==> src/rtl/char_hmove_if.sv <==
// Control inputs and sprite-position outputs of the horizontal character mover.
// Latency: n/a (signal bundle); backpressure: none, all outputs are level/pulse registered values.
interface char_hmove_if #(
    parameter int POS_W = 11
);
    logic             left;
    logic             right;
    logic             patrol;
    logic             start_game;
    logic             animation;
    logic             respawn;
    logic [POS_W-1:0] xpos;
    logic [POS_W-1:0] ypos;
    logic             facing_right;
    logic             moving;
    logic             at_edge;
    logic             step_pulse;

    modport master (
        output left, right, patrol, start_game, animation, respawn,
        input  xpos, ypos, facing_right, moving, at_edge, step_pulse
    );

    modport slave (
        input  left, right, patrol, start_game, animation, respawn,
        output xpos, ypos, facing_right, moving, at_edge, step_pulse
    );
endinterface

==> src/rtl/char_hmove_ctrl.sv <==
// Horizontal mover for characters: manual hold-to-move or autonomous patrol between playfield limits.
// Latency: request -> ST_MOVE next edge, first xpos change STEP_PERIOD edges later; no backpressure, animation freezes in place.
module char_hmove_ctrl #(
    parameter int POS_W       = 11,
    parameter int STEP_PERIOD = 1_000_000,
    parameter int STEP_SIZE   = 1,
    parameter int XPOS_MIN    = 0,
    parameter int XPOS_MAX    = 640,
    parameter int CHAR_WIDTH  = 64,
    parameter int XPOS_INIT   = 0,
    parameter int YPOS_INIT   = 0
) (
    input  logic         clk,
    input  logic         rst,
    char_hmove_if.slave  bus
);
    localparam int CNT_W = (STEP_PERIOD > 1) ? $clog2(STEP_PERIOD) : 1;
    localparam int R_INT = XPOS_MAX - CHAR_WIDTH;

    localparam logic [POS_W:0]   C_MIN     = (POS_W+1)'(XPOS_MIN);
    localparam logic [POS_W:0]   C_R       = (POS_W+1)'(R_INT);
    localparam logic [POS_W:0]   C_STEP    = (POS_W+1)'(STEP_SIZE);
    localparam logic [POS_W:0]   C_MIN_LIM = C_MIN + C_STEP;
    localparam logic [CNT_W-1:0] C_TERM    = CNT_W'(STEP_PERIOD - 1);

    typedef enum logic {ST_IDLE, ST_MOVE} state_t;

    state_t           r_state,  w_state_nxt;
    logic [CNT_W-1:0] r_cnt,    w_cnt_nxt;
    logic [POS_W-1:0] r_xpos,   w_xpos_nxt;
    logic [POS_W-1:0] r_ypos;
    logic             r_facing, w_facing_nxt;
    logic             r_step,   w_step_nxt;

    logic             w_en;
    logic             w_at_fwd_lim;
    logic             w_dir;
    logic             w_step_at_lim;
    logic             w_held_fwd;
    logic             w_held_rev;
    logic [POS_W:0]   w_x_ext;
    logic [POS_W:0]   w_x_left;
    logic [POS_W:0]   w_x_right;
    logic [POS_W-1:0] w_x_step;

    assign w_en      = bus.start_game && !bus.animation;
    assign w_x_ext   = {1'b0, r_xpos};
    assign w_x_left  = (w_x_ext < C_MIN_LIM)      ? C_MIN : (w_x_ext - C_STEP);
    assign w_x_right = ((w_x_ext + C_STEP) > C_R) ? C_R   : (w_x_ext + C_STEP);

    // Patrol starting a tick at its forward limit reverses before stepping.
    assign w_at_fwd_lim  = r_facing ? (w_x_ext == C_R) : (w_x_ext == C_MIN);
    assign w_dir         = (bus.patrol && w_at_fwd_lim) ? !r_facing : r_facing;
    assign w_x_step      = POS_W'(w_dir ? w_x_right : w_x_left);
    assign w_step_at_lim = w_dir ? ({1'b0, w_x_step} == C_R) : ({1'b0, w_x_step} == C_MIN);

    assign w_held_fwd = r_facing ? (bus.right && !bus.left) : (bus.left && !bus.right);
    assign w_held_rev = r_facing ? (bus.left && !bus.right) : (bus.right && !bus.left);

    always_comb begin
        w_state_nxt  = r_state;
        w_cnt_nxt    = r_cnt;
        w_xpos_nxt   = r_xpos;
        w_facing_nxt = r_facing;
        w_step_nxt   = 1'b0;
        if (bus.respawn) begin
            w_state_nxt  = ST_IDLE;
            w_cnt_nxt    = '0;
            w_xpos_nxt   = POS_W'(XPOS_INIT);
            w_facing_nxt = 1'b1;
        end else begin
            case (r_state)
                ST_IDLE: begin
                    w_cnt_nxt = '0;
                    if (w_en && bus.patrol) begin
                        w_state_nxt = ST_MOVE;
                    end else if (w_en && (bus.left ^ bus.right)) begin
                        w_state_nxt  = ST_MOVE;
                        w_facing_nxt = bus.right;
                    end
                end
                ST_MOVE: begin
                    if (!bus.start_game) begin
                        w_state_nxt = ST_IDLE;
                        w_cnt_nxt   = '0;
                    end else if (!bus.animation) begin
                        if (r_cnt != C_TERM) begin
                            w_cnt_nxt = r_cnt + CNT_W'(1);
                        end else begin
                            w_cnt_nxt  = '0;
                            w_xpos_nxt = w_x_step;
                            w_step_nxt = 1'b1;
                            if (bus.patrol) begin
                                w_facing_nxt = w_step_at_lim ? !w_dir : w_dir;
                            end else if (w_held_rev) begin
                                w_facing_nxt = !r_facing;
                            end else if (!w_held_fwd) begin
                                w_state_nxt = ST_IDLE;
                            end
                        end
                    end
                end
                default: begin
                    w_state_nxt = ST_IDLE;
                    w_cnt_nxt   = '0;
                end
            endcase
        end
    end

    always_ff @(posedge clk) begin
        if (rst) begin
            r_state  <= ST_IDLE;
            r_cnt    <= '0;
            r_xpos   <= POS_W'(XPOS_INIT);
            r_ypos   <= POS_W'(YPOS_INIT);
            r_facing <= 1'b1;
            r_step   <= 1'b0;
        end else begin
            r_state  <= w_state_nxt;
            r_cnt    <= w_cnt_nxt;
            r_xpos   <= w_xpos_nxt;
            r_facing <= w_facing_nxt;
            r_step   <= w_step_nxt;
        end
    end

    assign bus.xpos         = r_xpos;
    assign bus.ypos         = r_ypos;
    assign bus.facing_right = r_facing;
    assign bus.moving       = (r_state == ST_MOVE);
    assign bus.at_edge      = (w_x_ext == C_MIN) || (w_x_ext == C_R);
    assign bus.step_pulse   = r_step;
endmodule

==> src/flat_wrapper.sv <==
// flat-port wrapper written by rule: the top's interface ports become plain ports
module char_hmove_ctrl_flat 
#(
    parameter int POS_W       = 11,
    parameter int STEP_PERIOD = 1_000_000,
    parameter int STEP_SIZE   = 1,
    parameter int XPOS_MIN    = 0,
    parameter int XPOS_MAX    = 640,
    parameter int CHAR_WIDTH  = 64,
    parameter int XPOS_INIT   = 0,
    parameter int YPOS_INIT   = 0
)
  (clk, rst, bus_left, bus_right, bus_patrol, bus_start_game, bus_animation, bus_respawn, bus_xpos, bus_ypos, bus_facing_right, bus_moving, bus_at_edge, bus_step_pulse);
  char_hmove_if #(.POS_W(POS_W)) bus_i ();
  input  logic clk;
  input  logic rst;
  input wire logic [$bits(bus_i.left)-1:0] bus_left;
  input wire logic [$bits(bus_i.right)-1:0] bus_right;
  input wire logic [$bits(bus_i.patrol)-1:0] bus_patrol;
  input wire logic [$bits(bus_i.start_game)-1:0] bus_start_game;
  input wire logic [$bits(bus_i.animation)-1:0] bus_animation;
  input wire logic [$bits(bus_i.respawn)-1:0] bus_respawn;
  output wire logic [$bits(bus_i.xpos)-1:0] bus_xpos;
  output wire logic [$bits(bus_i.ypos)-1:0] bus_ypos;
  output wire logic [$bits(bus_i.facing_right)-1:0] bus_facing_right;
  output wire logic [$bits(bus_i.moving)-1:0] bus_moving;
  output wire logic [$bits(bus_i.at_edge)-1:0] bus_at_edge;
  output wire logic [$bits(bus_i.step_pulse)-1:0] bus_step_pulse;
  assign bus_i.left = bus_left;
  assign bus_i.right = bus_right;
  assign bus_i.patrol = bus_patrol;
  assign bus_i.start_game = bus_start_game;
  assign bus_i.animation = bus_animation;
  assign bus_i.respawn = bus_respawn;
  assign bus_xpos = bus_i.xpos;
  assign bus_ypos = bus_i.ypos;
  assign bus_facing_right = bus_i.facing_right;
  assign bus_moving = bus_i.moving;
  assign bus_at_edge = bus_i.at_edge;
  assign bus_step_pulse = bus_i.step_pulse;
  char_hmove_ctrl #(.POS_W(POS_W), .STEP_PERIOD(STEP_PERIOD), .STEP_SIZE(STEP_SIZE), .XPOS_MIN(XPOS_MIN), .XPOS_MAX(XPOS_MAX), .CHAR_WIDTH(CHAR_WIDTH), .XPOS_INIT(XPOS_INIT), .YPOS_INIT(YPOS_INIT)) u_core (.clk(clk), .rst(rst), .bus(bus_i));
endmodule
==> config.mk <==
export PLATFORM = sky130hd
export DESIGN_NAME = char_hmove_ctrl_flat
export DESIGN_NICKNAME = d
export VERILOG_FILES = /design/src/rtl/char_hmove_if.sv /design/src/rtl/char_hmove_ctrl.sv /design/src/flat_wrapper.sv
export SDC_FILE = /design/constraint.sdc
export NUM_CORES = 1
export LEC_CHECK = 0
export CAP_MARGIN = 15
export CORE_UTILIZATION = 48
export CTS_CLUSTER_SIZE = 25
export DETAILED_ROUTE_END_ITERATION = 12
export GPL_TIMING_DRIVEN = 0
export PLACE_DENSITY = 0.86
export SYNTH_ARGS = -nofsm -noshare
export SYNTH_HDL_FRONTEND = slang
export SYNTH_SLANG_ARGS = --single-unit
==> constraint.sdc <==
create_clock -name clk -period 2.6 [get_ports clk]
set_clock_uncertainty 0.15 [all_clocks]
set_input_delay 0.39 -clock clk [delete_from_list [all_inputs] [get_ports clk]]
set_output_delay 0.39 -clock clk [all_outputs]
set_load 0.03 [all_outputs]
# ---- After elaboration in Yosys (flattened, before gate mapping)
# Index checks and enable logic that the tools add are counted.
dict set report word_totals {
  ff_bits 34
  in_bits 8
  output_inout_bits 26
  word_cells 74
}
dict set report classes {
  addsub 3
  n_lt_le_gt_ge 2
  eq_ne 10
  muxes 31
  bitwise_logic 5
  reduce_logical 18
}
# operator count
set op_table {}
lappend op_table {{two-way mux 20 bit} 3}
lappend op_table {{one-hot mux 20 bit (2 select lines)} 1}
lappend op_table {{two-way mux 11 bit} 3}
lappend op_table {{equality test 11 x 10 -> 1 bit, second input constant} 2}
lappend op_table {{two-way mux 1 bit} 22}
lappend op_table {{adder 20 x 1 -> 20 bit, second input constant} 1}
lappend op_table {{inequality test 20 bit, second input constant} 1}
lappend op_table {{adder 11 x 1 -> 12 bit, second input constant} 1}
lappend op_table {{greater-than comparator 12 x 10 -> 1 bit, second input constant} 1}
lappend op_table {{zero test 12 bit} 1}
lappend op_table {{zero test 11 bit} 1}
lappend op_table {{less-than comparator 11 x 1 -> 1 bit, second input constant} 1}
lappend op_table {{subtractor 11 x 1 -> 11 bit, second input constant} 1}
lappend op_table {{inequality test 2 bit, second input constant} 4}
lappend op_table {{logical AND 1 bit} 6}
lappend op_table {{inequality test 3 bit, second input constant} 2}
lappend op_table {{AND reduction 6 bit} 1}
lappend op_table {{zero test 1 bit} 5}
lappend op_table {{OR reduction 5 bit} 1}
lappend op_table {{NOT 1 bit} 4}
lappend op_table {{one-hot mux 1 bit (2 select lines)} 2}
lappend op_table {{AND reduction 4 bit} 1}
lappend op_table {{inequality test 2 x 1 -> 1 bit, second input constant} 1}
lappend op_table {{OR reduction 2 bit} 1}
lappend op_table {{other kinds (2)} 2}

# ---- Depth between registers and ports, before layout
dict set report logic_depth {
  word_depth 13
  ltp_mapped 12
  depth_no_buf 10
}

# ---- Worst setup path after synthesis
# OpenSTA, ideal clock, no wires.
dict set report synth_timing {
  path_kind {flip-flop to flip-flop}
  startpoint {register u_core.r_xpos[0], in the netlist u_core.bus.xpos[0]}
  endpoint {register u_core.r_facing, in the netlist u_core.bus.facing_right}
  setup_ns 0.124
  t_arrival_ns 2.757
  t_required_ns 2.326
  path_slack_ns -0.431
  stages_incl_launch_ff 12
  path_buffers 1
  period_less_slack_ns 3.031
  path_cell_list {dfxtp_1 -> clkbuf_1 -> inv_1 -> ha_1 -> nor4b_2 -> a41o_1 -> a21oi_1 -> o22ai_1 -> a31o_2 -> a211oi_1 -> a41o_1 -> a31oi_1}
}
dict set report synth_between {
  elab_chain_cells 13
  elab_cells_between_ends 22
  cone_classes {add/sub: 2; order compare: 2; eq/ne: 2; mux: 12; reduce/logical: 4}
}
# item line_no
set synth_rtl {}
lappend synth_rtl {{start, declared} char_hmove_ctrl.sv:30} ;# logic [POS_W-1:0] r_xpos, w_xpos_nxt;
lappend synth_rtl {{start signal, assigned} char_hmove_ctrl.sv:115} ;# r_xpos <= POS_W'(XPOS_INIT);
lappend synth_rtl {{start signal, assigned} char_hmove_ctrl.sv:122} ;# r_xpos <= w_xpos_nxt;
lappend synth_rtl {{parallel branches: the longest is 7 deep, another holds adder 11 x 1 -> 12 bit} n/a}
lappend synth_rtl {{two-way mux 1 bit (*)} char_hmove_ctrl.sv:94} ;# w_facing_nxt = w_step_at_lim ? !w_dir : w_dir;
lappend synth_rtl {{two-way mux 1 bit (*)} char_hmove_ctrl.sv:93} ;# if (bus.patrol) begin
lappend synth_rtl {{two-way mux 1 bit (*)} char_hmove_ctrl.sv:87} ;# if (r_cnt != C_TERM) begin
lappend synth_rtl {{two-way mux 1 bit (*)} char_hmove_ctrl.sv:86} ;# end else if (!bus.animation) begin
lappend synth_rtl {{two-way mux 1 bit (*)} char_hmove_ctrl.sv:83} ;# if (!bus.start_game) begin
lappend synth_rtl {{one-hot mux 1 bit (2 select lines) (*)} char_hmove_ctrl.sv:72} ;# case (r_state)
lappend synth_rtl {{end signal, assigned} char_hmove_ctrl.sv:123} ;# r_facing <= w_facing_nxt;
lappend synth_rtl {{end, declared} char_hmove_ctrl.sv:32} ;# logic r_facing, w_facing_nxt;
# Mark *: on every way between the ends. The select of a mux whose other input is x is not followed.
# A chain may end at the register's enable or synchronous reset.

# ---- Worst setup path in the final report
dict set report layout_timing {
  startpoint {register u_core.r_xpos[1], in the netlist u_core.bus.xpos[1]}
  endpoint {register u_core.r_facing, in the netlist u_core.bus.facing_right}
}
# The elaborated chain is that of the path after synthesis.

==> flow_metrics.tcl <==
set metrics [dict create \
    outcome "finished, violations left" \
    violations "setup timing" \
    area_delta_synth_final_pct 28.9 \
    synth_adder_area_share_pct 2.95 \
    diodes 0 \
    place_congestion 0.967 \
    cts_made_buffers 5 \
    seq_area_frac_synth_pct 26.7 \
    overflow 0 \
    end_kind "flip-flop" \
    synth_compound_area_share_pct 21.3 \
    core_area_mm2 0.00511 \
    dp.cells 443 \
    dpl.hpwl_um 4880 \
    slew_headroom_pct 57.0 \
    required_ps 2660 \
    cp.depth 11 \
    yosysWarnings 0 \
    num_rows 26 \
    syn_area_mm2 0.00255 \
    fmax_mhz 353 \
    fin_ws_ps -235 \
    worstMarginPinSlew_ps 641 \
    hold_viol_final 0 \
    multi_input_area_mm2 0.00179 \
    p_total_mw 1.02 \
    fin_cells 462 \
    routed_wl_um 7320 \
    p_leak_nw 1.21 \
    final.min_clock_period_ps 2830 \
    max-clock-path-buffers 2 \
    rsz0062_at_grt "true" \
    drv_cap 0 \
    endpoint "u_core.bus.facing_right$_SDFFE_PP1P_" \
    crit_fanout 7 \
    drive_above_1_share_pct 20.2 \
    die-area_mm2 0.00561 \
    drc 0 \
    crit_chain "buf_8, inv_4, ha_4, nor4b_4, a41oi_2, a21oi_2, nand3_1, and3_1, nor3_2, a41oi_1, a31oi_1" \
    start_util_pct 49.9 \
    grt_pass1_vias 2394 \
    max_stage_delay_ps 360 \
    io_pins 34 \
    post_drt_wl_per_cell_um 15.9 \
    timing.final.crit_share_pct 109 \
    r2r-end "u_core.bus.facing_right$_SDFFE_PP1P_" \
    drv_slew 0 \
    synth-edff-count 0 \
    die_h_um 74.9 \
    die_x_um 74.9 \
    nFillCells 428 \
    p_per_area_mw_per_mm2 311 \
    grt_max_degree 12 \
    synthFlopType "dfxtp_1" \
    r2r_slack_ps -230 \
    viasPerCell 6.07 \
    r2r_start "u_core.bus.xpos[1]$_SDFFE_PP0P_" \
    regArea_um2 691 \
    initialDrtViolationCount 312 \
    syn_inst 341 \
    synth-simple-area-share_pct 30.5 \
    hp-class "flip-flop to flip-flop" \
    cts_root_buf "clkbuf_8" \
    clock_sinks 34 \
    dp_slack_ps -542 \
    synth_mux_area_share_pct 1.77 \
    async_reset_ff_share_pct 0 \
    finalSetupViolations 6 \
    crit_start "u_core.bus.xpos[1]$_SDFFE_PP0P_" \
    grt_pass1_wl_um 11100 \
    vias 2804 \
    firstDrtPassIters 5 \
    tritoncts "built" \
    grtUsageTotal_pct 25.9 \
    synth_seq_cells 34 \
    worstSetupPathType "flip-flop to flip-flop" \
    synth_top_area_share_pct 26.7 \
    synth_top_family_by_area "simple AND/OR/NAND/NOR gates" \
    ant_nets 0 \
    htreeDepth 2 \
    io_buffers 22 \
    clk_pin_slew_worst_paths_ps 80 \
    reg2reg_depth 11 \
    crit_family "simple AND/OR/NAND/NOR gates" \
    syn_avg_cell_area_um2 7.47 \
    critPathArrivalTime_ps 2900 \
    path_buf_inv 2 \
    ir_drop_v 0.000298 \
    yosys.cell_types.count 54 \
    synth_xor_area_share_pct 6.87 \
    slowest_stage "dfxtp_4" \
    antenna_found_initial 0 \
    startpoint_type "flip-flop" \
    clock_latency_ps 300 \
    yosysTopAreaCell "dfxtp_1" \
    yosys-top-cells-area "dfxtp_1, nor2_1, a21oi_1" \
    nets 405 \
]
[cells in the mapped netlist (3+ instances only)]
cell and number:
nor2_1 40, o21ai_0 15, or3_1 4, nor3b_1 5, mux2i_1 3, xor2_1 11, nor3_1 12, a31oi_1 6
inv_1 14, a311oi_1 3, a21oi_1 23, nand2_1 28, ha_1 6, a41oi_1 3, buf_6 3, nor4_1 4
a211oi_1 5, dfxtp_1 34, clkbuf_1 13, xnor2_1 9, nand3_1 16, buf_2 3, nand4_1 14, and3_1 10
nor4b_1 3, buf_4 13
[metal layers]
| layer | wire length (um) | track usage, % | up-vias |
|---|---|---|---|
| li1 | - | - | 1315 |
| met1 | 3050 | 33.3 | 1281 |
| met2 | 3380 | 41.9 | 175 |
| met3 | 614 | 4.82 | 33 |
| met4 | 283 | 12.2 | 0 |
| met5 | 0 | 0 | - |
[cell families (layout without fill, tap and decap cells)]
kind of cell | after synthesis | in the layout
compound gates | 80 | 80
fa+ha+maj | 6 | 6
xor+xnor | 20 | 20
flops | 34 | 34
mux | 4 | 4
other cells | 1 | 11
simple gates | 150 | 150
buf+inv | 46 | 87
[what timing repair did]
action                                  in CTS  in global routing
gates resized for setup                     23                 17
hold buffers                                 0                  0
pin swaps                                    9                  4
endpoints found under the setup margin      23                 18
buffers inserted                             9                  5
[report_power, final]
group | switching, mW | total, mW | leakage, nW | internal, mW
clock network | 0.211 | 0.425 | 0.0515 | 0.214
logic | 0.0467 | 0.0774 | 0.885 | 0.0306
registers | 0.000854 | 0.520 | 0.276 | 0.519
[cell type report]
class	instances	share of cell area [%]
Buffer	30	6.74
Clock buffer	6	2.51
Clock inverter	2	0.343
Inverter	14	1.83
Multi-Input combinational cell	271	54.5
Sequential cell	34	21.0
Tap cell	70	2.67
Timing Repair Buffer	35	10.4
[how the worst min path moves through the flow]
stage / startpoint / endpoint / depth (start not counted)
final: u_core.r_cnt[1]$_SDFFE_PP0P_ / u_core.r_cnt[1]$_SDFFE_PP0P_ / 2
after global routing: u_core.r_cnt[1]$_SDFFE_PP0P_ / u_core.r_cnt[1]$_SDFFE_PP0P_ / 2
after CTS: u_core.r_cnt[0]$_SDFFE_PP0P_ / u_core.r_cnt[0]$_SDFFE_PP0P_ / 2
after detailed placement: u_core.r_cnt[1]$_SDFFE_PP0P_ / u_core.r_cnt[1]$_SDFFE_PP0P_ / 2
after global placement: u_core.r_cnt[1]$_SDFFE_PP0P_ / u_core.r_cnt[1]$_SDFFE_PP0P_ / 2
after floorplan: u_core.r_cnt[1]$_SDFFE_PP0P_ / u_core.r_cnt[1]$_SDFFE_PP0P_ / 2
[flip-flops by register name, summed over array words and instances, names as in the netlist]
register                 count
u_core.bus.facing_right      1
u_core.r_cnt                20
u_core.bus.xpos             11
u_core.bus.moving            1
u_core.bus.step_pulse        1
[worst reg2reg max path, stage by stage (launching register included)]
cell,delay [ps]
dfxtp_4,360
buf_8,120
inv_4,50
ha_4,150
nor4b_4,290
a41oi_2,210
a21oi_2,310
nand3_1,170
and3_1,260
nor3_2,310
a41oi_1,160
a31oi_1,210
[placed cells by master, fill, tap and decap left out, types with 6 or more instances in the layout]
cell             instances
a31oi_1                  6
and3_1                  10
nand4_1                 14
nor2_1                  40
nand2_1                 28
conb_1                  11
clkdlybuf4s50_1         21
xor2_1                  11
nor3_1                  11
buf_4                   22
clkbuf_8                 6
clkbuf_2                 6
inv_1                   12
a21oi_1                 20
o21ai_0                 14
dfxtp_1                 30
xnor2_1                  9
nand3_1                 15
[metrics by stage]
stage / hold slack [ps] / instance area [um2] / utilization, % / setup TNS, ps
floorplan: 293 / 2620 / - / -29.1
global placement: 319 / 2930 / 57.4 / -3850
detailed placement: 340 / 2930 / 57.4 / -6320
CTS: 350 / 3170 / 62.0 / -152
global route: 377 / 3290 / 64.3 / -770
finish: 346 / 3290 / 64.3 / -412
Power figures use the tool's default switching activity.
